===== config.mk =====
export PLATFORM = sky130hd
export DESIGN_NAME = lcd_init_sequencer
export DESIGN_NICKNAME = d
export VERILOG_FILES = /design/src/rtl/lcd_pkg.sv /design/src/rtl/lcd_ms_timer.sv /design/src/rtl/lcd_init_sequencer.sv
export SDC_FILE = /design/constraint.sdc
export NUM_CORES = 1
export LEC_CHECK = 0
export ABC_CLOCK_PERIOD_IN_PS = 4900
export BUFFER_PORTS_ARGS = -buffer_cell sky130_fd_sc_hd__buf_4
export CAP_MARGIN = 10
export CORE_AREA = 8 8 75 83
export CTS_CLUSTER_SIZE = 24
export DETAILED_ROUTE_END_ITERATION = 16
export DIE_AREA = 0 0 83 91
export PLACE_DENSITY_LB_ADDON = 0.08
export SETUP_SLACK_MARGIN = 0.15
export SLEW_MARGIN = 20
export SYNTH_ARGS = -nofsm -noshare
export SYNTH_HDL_FRONTEND = slang
export SYNTH_SLANG_ARGS = --single-unit

===== constraint.sdc =====
create_clock -name clk -period 4.9 [get_ports clk]
set_input_delay 0.735 -clock clk [delete_from_list [all_inputs] [get_ports clk]]
set_output_delay 0.735 -clock clk [all_outputs]
set_load 0.03 [all_outputs]

===== src/rtl/lcd_pkg.sv =====
// Shared definitions for the LCD init-table sequencer: entry opcodes,
// entry field positions and the sequencer state encoding.
package lcd_pkg;

   localparam logic [1:0] OP_CMD = 2'b00;
   localparam logic [1:0] OP_DAT = 2'b01;
   localparam logic [1:0] OP_DLY = 2'b10;
   localparam logic [1:0] OP_END = 2'b11;

   localparam int OP_MSB  = 15;
   localparam int OP_LSB  = 14;
   localparam int PAY_MSB = 7;

   typedef enum logic [2:0] {
      ST_IDLE,
      ST_FETCH,
      ST_DECODE,
      ST_SEND,
      ST_WAIT,
      ST_NEXT,
      ST_FINISH
   } lcd_state_e;

endpackage


===== src/rtl/lcd_ms_timer.sv =====
// Millisecond delay timer: a prescaler counting clock cycles inside one ms
// and an 8-bit ms down-counter that steps each time the prescaler wraps.
// expired is asserted in the last cycle of the last ms, so a caller that
// leaves on expired spends exactly ms_in * CLK_PER_MS cycles counting.
module lcd_ms_timer
   import lcd_pkg::*;
#(
   parameter int unsigned CLK_PER_MS = 50000
) (
   input  logic       clk,
   input  logic       rst_n,
   input  logic       load,
   input  logic       en,
   input  logic [7:0] ms_in,
   output logic       expired
);

   localparam int unsigned      PW       = (CLK_PER_MS > 1) ? $clog2(CLK_PER_MS) : 1;
   localparam logic [PW-1:0]    PRE_LAST = PW'(CLK_PER_MS - 1);

   logic [PW-1:0] pre_q, pre_d;
   logic [7:0]    ms_q, ms_d;
   logic          wrap;

   assign wrap    = en && (pre_q == PRE_LAST);
   assign expired = wrap && (ms_q == 8'd1);

   // Next-state: load restarts the ms period; otherwise count while enabled.
   always_comb begin
      pre_d = pre_q;
      ms_d  = ms_q;
      if (load) begin
         pre_d = '0;
         ms_d  = ms_in;
      end else if (en) begin
         if (wrap) begin
            pre_d = '0;
            if (ms_q != 8'd0) begin
               ms_d = ms_q - 8'd1;
            end
         end else begin
            pre_d = pre_q + 1'b1;
         end
      end
   end

   // Counter registers.
   always_ff @(posedge clk or negedge rst_n) begin
      if (!rst_n) begin
         pre_q <= '0;
         ms_q  <= '0;
      end else begin
         pre_q <= pre_d;
         ms_q  <= ms_d;
      end
   end

endmodule


===== src/rtl/lcd_init_sequencer.sv =====
// Walks the LCD init-data ROM from address 0, turning each entry into a
// command write, data write, millisecond delay or end-of-table, then
// hands the bus back to the printer path.
//
// state  | meaning
// -------+------------------------------------------------------------
// IDLE   | bus belongs to the printer; waiting for start
// FETCH  | address held one cycle so a synchronous ROM can respond
// DECODE | ROM word captured and opcode dispatched
// SEND   | byte offered to the writer until wr_valid && wr_ready
// WAIT   | delay entry counting down in the ms timer
// NEXT   | advance address, or finish after the last table slot
// FINISH | done pulse, busy low, back to IDLE
module lcd_init_sequencer
   import lcd_pkg::*;
#(
   parameter int unsigned ADDR_WIDTH = 7,
   parameter int unsigned DATA_WIDTH = 16,
   parameter int unsigned CLK_PER_MS = 50000
) (
   input  logic                  clk,
   input  logic                  rst_n,
   input  logic                  start,
   output logic [ADDR_WIDTH-1:0] rom_addr,
   input  logic [DATA_WIDTH-1:0] rom_data,
   output logic                  wr_valid,
   input  logic                  wr_ready,
   output logic                  wr_dc,
   output logic [7:0]            wr_byte,
   output logic                  busy,
   output logic                  done
);

   localparam logic [ADDR_WIDTH-1:0] ADDR_LAST = '1;

   lcd_state_e            state_q, state_d;
   logic [ADDR_WIDTH-1:0] addr_q, addr_d;
   logic                  dc_q, dc_d;
   logic [7:0]            byte_q, byte_d;

   logic [1:0] op;
   logic [7:0] pay;
   logic       tmr_load;
   logic       tmr_en;
   logic       tmr_expired;
   logic       unused_rom;

   // Bits [13:8] and anything above bit 15 carry no meaning.
   assign op         = rom_data[OP_MSB:OP_LSB];
   assign pay        = rom_data[PAY_MSB:0];
   assign unused_rom = ^rom_data;

   assign tmr_en   = (state_q == ST_WAIT);
   assign rom_addr = addr_q;
   assign wr_valid = (state_q == ST_SEND);
   assign wr_dc    = dc_q;
   assign wr_byte  = byte_q;
   assign busy     = (state_q != ST_IDLE) && (state_q != ST_FINISH);
   assign done     = (state_q == ST_FINISH);

   lcd_ms_timer #(
      .CLK_PER_MS (CLK_PER_MS)
   ) u_ms_timer (
      .clk     (clk),
      .rst_n   (rst_n),
      .load    (tmr_load),
      .en      (tmr_en),
      .ms_in   (pay),
      .expired (tmr_expired)
   );

   // Next-state and datapath decode.
   always_comb begin
      state_d  = state_q;
      addr_d   = addr_q;
      dc_d     = dc_q;
      byte_d   = byte_q;
      tmr_load = 1'b0;
      case (state_q)
         ST_IDLE: begin
            if (start) begin
               addr_d  = '0;
               state_d = ST_FETCH;
            end
         end
         ST_FETCH: begin
            state_d = ST_DECODE;
         end
         ST_DECODE: begin
            case (op)
               OP_CMD, OP_DAT: begin
                  dc_d    = (op == OP_DAT);
                  byte_d  = pay;
                  state_d = ST_SEND;
               end
               OP_DLY: begin
                  // Timer is reloaded even for a zero delay so no stale count survives.
                  tmr_load = 1'b1;
                  state_d  = (pay != '0) ? ST_WAIT : ST_NEXT;
               end
               default: begin
                  state_d = ST_FINISH;
               end
            endcase
         end
         ST_SEND: begin
            if (wr_ready) begin
               state_d = ST_NEXT;
            end
         end
         ST_WAIT: begin
            if (tmr_expired) begin
               state_d = ST_NEXT;
            end
         end
         ST_NEXT: begin
            // A table without END stops at the last slot instead of wrapping.
            if (addr_q == ADDR_LAST) begin
               state_d = ST_FINISH;
            end else begin
               addr_d  = addr_q + 1'b1;
               state_d = ST_FETCH;
            end
         end
         ST_FINISH: begin
            state_d = ST_IDLE;
         end
         default: begin
            state_d = ST_IDLE;
         end
      endcase
   end

   // State, address and write-payload registers.
   always_ff @(posedge clk or negedge rst_n) begin
      if (!rst_n) begin
         state_q <= ST_IDLE;
         addr_q  <= '0;
         dc_q    <= 1'b0;
         byte_q  <= '0;
      end else begin
         state_q <= state_d;
         addr_q  <= addr_d;
         dc_q    <= dc_d;
         byte_q  <= byte_d;
      end
   end

endmodule


==> qor_table.md <==
| Item | Reported |
| --- | --- |
| Outcome | finished, final reports clean |
| Synth Register Bits | 43 |
| Wire per inst | 15.5 um |
| Max rail drop VDD | 0.000285 V |
| Internal Pwr Total | 0.849 mW |
| Number of buffers inserted for hold repair after clock tree synthesis | 0 |
| Clk slew on worst S/H paths | 0.09 ns |
| Startpoint type of the worst setup path | register |
| Setup WS pre-CTS | 2.37 ns |
| Leakage power summed over all cells | 1.25 nW |
| Worst Reg2Reg Path Length in Cells | 5 |
| Critical path type | reg -> reg |
| Combinational family with the most area after synthesis | simple AND/OR/NAND/NOR gates |
| Number of CTS-inserted buffers | 5 |
| Synthesized area per cell | 9.62 um^2 |
| TritonCTS clock tree | yes |
| Chip Width | 83 um |
| Layout-stage area growth over the synthesis result | 16.4% |
| Vias | 1872 |
| Simple logic cell fraction of the synthesized area | 0.281 |
| Area leader, netlist | sky130_fd_sc_hd__dfrtp_1 |
| Placeable core region | 4900 um^2 |
| DRC violations left | 0 |
| Clock Sink Count | 43 |
| Worst slew margin relative to its limit | 0.335 |
| Final worst setup slack | 2.39 ns |
| Summed area of non-filler cells in the final layout | 2770 um^2 |
| XOR/XNOR share of the synthesized area | 0.0737 |
| Post-route fraction of the period consumed by the critical path | 0.513 |
| Net count, final | 304 |
| Number of antenna diodes | 0 |
| Count of input and output buffers | 32 |
| Number of H-tree levels | 2 |
| Number of antenna violations at the first check in global routing | 0 |
| Nature of the critical path endpoint | register |
| DRC marker count from the first detailed-route iteration | 148 |
| Detailed Route WL | 5230 um |
| Shortest period the worst path allows | 2.51 ns |
| Fraction of post-synthesis cell area in the top cell type by area | 0.453 |
| Placer's final routability congestion estimate | 0.796 |
| Adder-cell area share of the yosys netlist | 0.0263 |
| Critical path data required time | 5.08 ns |
| Layout cell share with drive strength beyond 1 | 0.218 |
| Standard-cell rows | 27 |
| Hold Worst Slack | 0.414 ns |
| Number of fill cells in the layout | 461 |
| Number of global-route vias before repair | 1944 |
| Gate Count Post-Synth | 247 |
| Setup skew after layout | 0.0107 ns |
| Maximum fanout along the worst path | 14 |
| Least-Margin Pin Slew | 0.991 ns |
| Complex-gate fraction of the synthesized area | 0.0863 |
| RSZ-0062 raised after global routing | false |
| Number of maximum-capacitance constraint violations | 0 |
| Maximum number of pins on one net before global-route repair | 44 |
| Synth Flop Type | sky130_fd_sc_hd__dfrtp_1 |
| Number of iterations in the first detailed-routing pass | 4 |
| Cell chosen for the clock root | sky130_fd_sc_hd__clkbuf_8 |
| Top area cells in the synthesized netlist | sky130_fd_sc_hd__dfrtp_1 45%, sky130_fd_sc_hd__xor2_1 6.3%, sky130_fd_sc_hd__mux2_2 5.7% |
| Total power density per cell area | 500 nW/um^2 |
| Arrival @ worst endpoint | 2.69 ns |
| Antenna violation net count after detailed routing | 0 |
| Synth Cell Area | 2380 um^2 |
| Effective utilization at floorplan | 0.485 |
| Cts repair resizes | 0 |
| Clock power share | 0.210 |
| Switch share | 0.386 |
| Switching power of the nets | 0.534 mW |
| Synth async-reset ratio | 1.00 |
| Number of flops mapped to enable cells by yosys | 0 |
| Area enclosed by the die boundary | 7550 um^2 |
| Detailed-route vias per instance | 5.54 |
| Number of endpoints with negative hold slack in the final report | 0 |
| Number of distinct standard cells referenced by the synthesized netlist | 49 |
| Final HPWL from detailed placement | 3760 um |
| Nets in the synthesized netlist | 272 |
| Vert. Die Dim | 91 um |
| Multiplexer share of the synthesized area | 0.0568 |
| Number of pins exceeding their max-slew limit in the final report | 0 |
| Post-DP Area | 2650 um^2 |
| Yosys warnings | 0 |
| Max Freq | 398 MHz |
| Post CTS Setup Buffer Count | 0 |
| Clock insertion delay at the later pin of the skew report | 0.30 ns |
| Number of I/O pins | 39 |
| Global Route Usage Sum | 0.143 |
| Setup_tns | 0 ns |
| First-pass GRT wire length | 9150 um |
| Combinational power share | 0.376 |
| Worst hold path class | in -> async |
| Maximum clock insertion buffer count | 2 |
| Seq/Total Area, Yosys | 0.453 |
| Setup violators final | 0 |
| Portion of total power attributed to sequential cells | 0.414 |
| Remaining Overflow, GRT | 0 |
==> power groups by stage <==
stage	combinational [mW]	sequential, mW	clock, mW
3_5_place_dp	0.526	0.577	0
3_3_place_gp	0.520	0.574	0
2_1_floorplan	0.313	0.625	0
4_1_cts	0.528	0.570	0.299
5_1_grt	0.577	0.593	0.309
6_report	0.521	0.572	0.291
==> routing by layer <==
metal	GRT usage	vias to the layer above	part of all wire
li1	-	941	-
met2	0.222	29	0.47
met1	0.187	897	0.49
met3	0.0331	5	0.033
met4	0.0557	0	0.011
met5	0	-	0
==> cell type report <==
class | instances | area, um^2 | share of cell area
tap | 58 | 72.6 | 0.0262
clock inverter | 2 | 35.0 | 0.0127
clock buffer | 6 | 82.6 | 0.0299
sequential | 43 | 1080 | 0.389
inverter | 4 | 15.0 | 0.00543
multi-input combinational | 193 | 1240 | 0.450
timing repair buffer | 32 | 240 | 0.0868
==> worst paths after layout <==
path | from | to | slack (ns)
max in group asynchronous | rst_n | u_ms_timer.pre_q[15]$_DFFE_PN0P_ | 4.08
worst max register to register | state_q[0]$_DFFE_PN0P_ | u_ms_timer.pre_q[6]$_DFFE_PN0P_ | 2.39
min in group clk | u_ms_timer.pre_q[15]$_DFFE_PN0P_ | u_ms_timer.pre_q[15]$_DFFE_PN0P_ | 0.51
worst max-delay path | state_q[0]$_DFFE_PN0P_ | u_ms_timer.pre_q[6]$_DFFE_PN0P_ | 2.39
worst min-delay path | rst_n | u_ms_timer.pre_q[11]$_DFFE_PN0P_ | 0.41
worst min register to register | u_ms_timer.pre_q[15]$_DFFE_PN0P_ | u_ms_timer.pre_q[15]$_DFFE_PN0P_ | 0.51
==> synthesized netlist by cell type (5+ instances only) <==
cell,instances
sky130_fd_sc_hd__nand2_1,19
sky130_fd_sc_hd__nand3_1,11
sky130_fd_sc_hd__nor3_1,5
sky130_fd_sc_hd__nor2_1,33
sky130_fd_sc_hd__dfrtp_1,43
sky130_fd_sc_hd__and3_1,8
sky130_fd_sc_hd__xor2_1,17
sky130_fd_sc_hd__ha_1,5
sky130_fd_sc_hd__nand4_1,11
sky130_fd_sc_hd__a21oi_1,8
sky130_fd_sc_hd__o21ai_0,14
sky130_fd_sc_hd__mux2_2,12
==> per-stage QoR <==
| step | utilization | power (mW) | std cells |
|---|---|---|---|
| detailed placement | 0.541 | 1.10 | 330 |
| floorplan | - | 0.939 | 247 |
| global placement | 0.541 | 1.09 | 330 |
| CTS | 0.565 | 1.40 | 338 |
| finish | 0.565 | 1.38 | 338 |
| global route | 0.565 | 1.48 | 338 |
==> sequential cells by signal, indices dropped and copies added, names as in the netlist <==
signal	flops
state_q	3
rom_addr	7
wr_dc	1
u_ms_timer.ms_q	8
wr_byte	8
u_ms_timer.pre_q	16
==> cell families (layout without fill, tap and decap cells) <==
kind of cell | Yosys count | in the layout
AO/OA/AOI/OAI | 34 | 34
XOR/XNOR | 20 | 20
adder cells (fa/ha/maj) | 5 | 5
buffers and inverters | 11 | 44
flip-flops | 43 | 43
multiplexers | 12 | 12
AND/OR/NAND/NOR | 122 | 122
==> cell usage in the layout, fill, tap and decap left out, types with 2 or more instances in the layout <==
| cell | count |
|---|---|
| sky130_fd_sc_hd__nand3_1 | 11 |
| sky130_fd_sc_hd__nor2b_1 | 4 |
| sky130_fd_sc_hd__and2_1 | 3 |
| sky130_fd_sc_hd__clkbuf_8 | 6 |
| sky130_fd_sc_hd__nand2b_1 | 4 |
| sky130_fd_sc_hd__nor3b_1 | 4 |
| sky130_fd_sc_hd__ha_1 | 5 |
| sky130_fd_sc_hd__xor2_1 | 17 |
| sky130_fd_sc_hd__o21ai_0 | 14 |
| sky130_fd_sc_hd__nand2_1 | 19 |
| sky130_fd_sc_hd__nand4b_1 | 3 |
| sky130_fd_sc_hd__dfrtp_1 | 43 |
| sky130_fd_sc_hd__mux2_2 | 12 |
| sky130_fd_sc_hd__nor4_1 | 3 |
| sky130_fd_sc_hd__and3_1 | 8 |
| sky130_fd_sc_hd__buf_4 | 32 |
| sky130_fd_sc_hd__a21oi_1 | 8 |
| sky130_fd_sc_hd__nor3_1 | 5 |
| sky130_fd_sc_hd__nand4_1 | 11 |
| sky130_fd_sc_hd__inv_1 | 4 |
| sky130_fd_sc_hd__a21o_1 | 2 |
| sky130_fd_sc_hd__xnor2_1 | 3 |
| sky130_fd_sc_hd__nor2_1 | 33 |
==> worst max-delay path, cell delays in order (launching register included) <==
cell and delay, ns:
sky130_fd_sc_hd__dfrtp_1 0.52, sky130_fd_sc_hd__or3b_1 0.51, sky130_fd_sc_hd__nand2b_1 0.29, sky130_fd_sc_hd__o21ai_1 0.58
sky130_fd_sc_hd__o21ai_0 0.19, sky130_fd_sc_hd__mux2_2 0.30
Power figures use the tool's default switching activity.
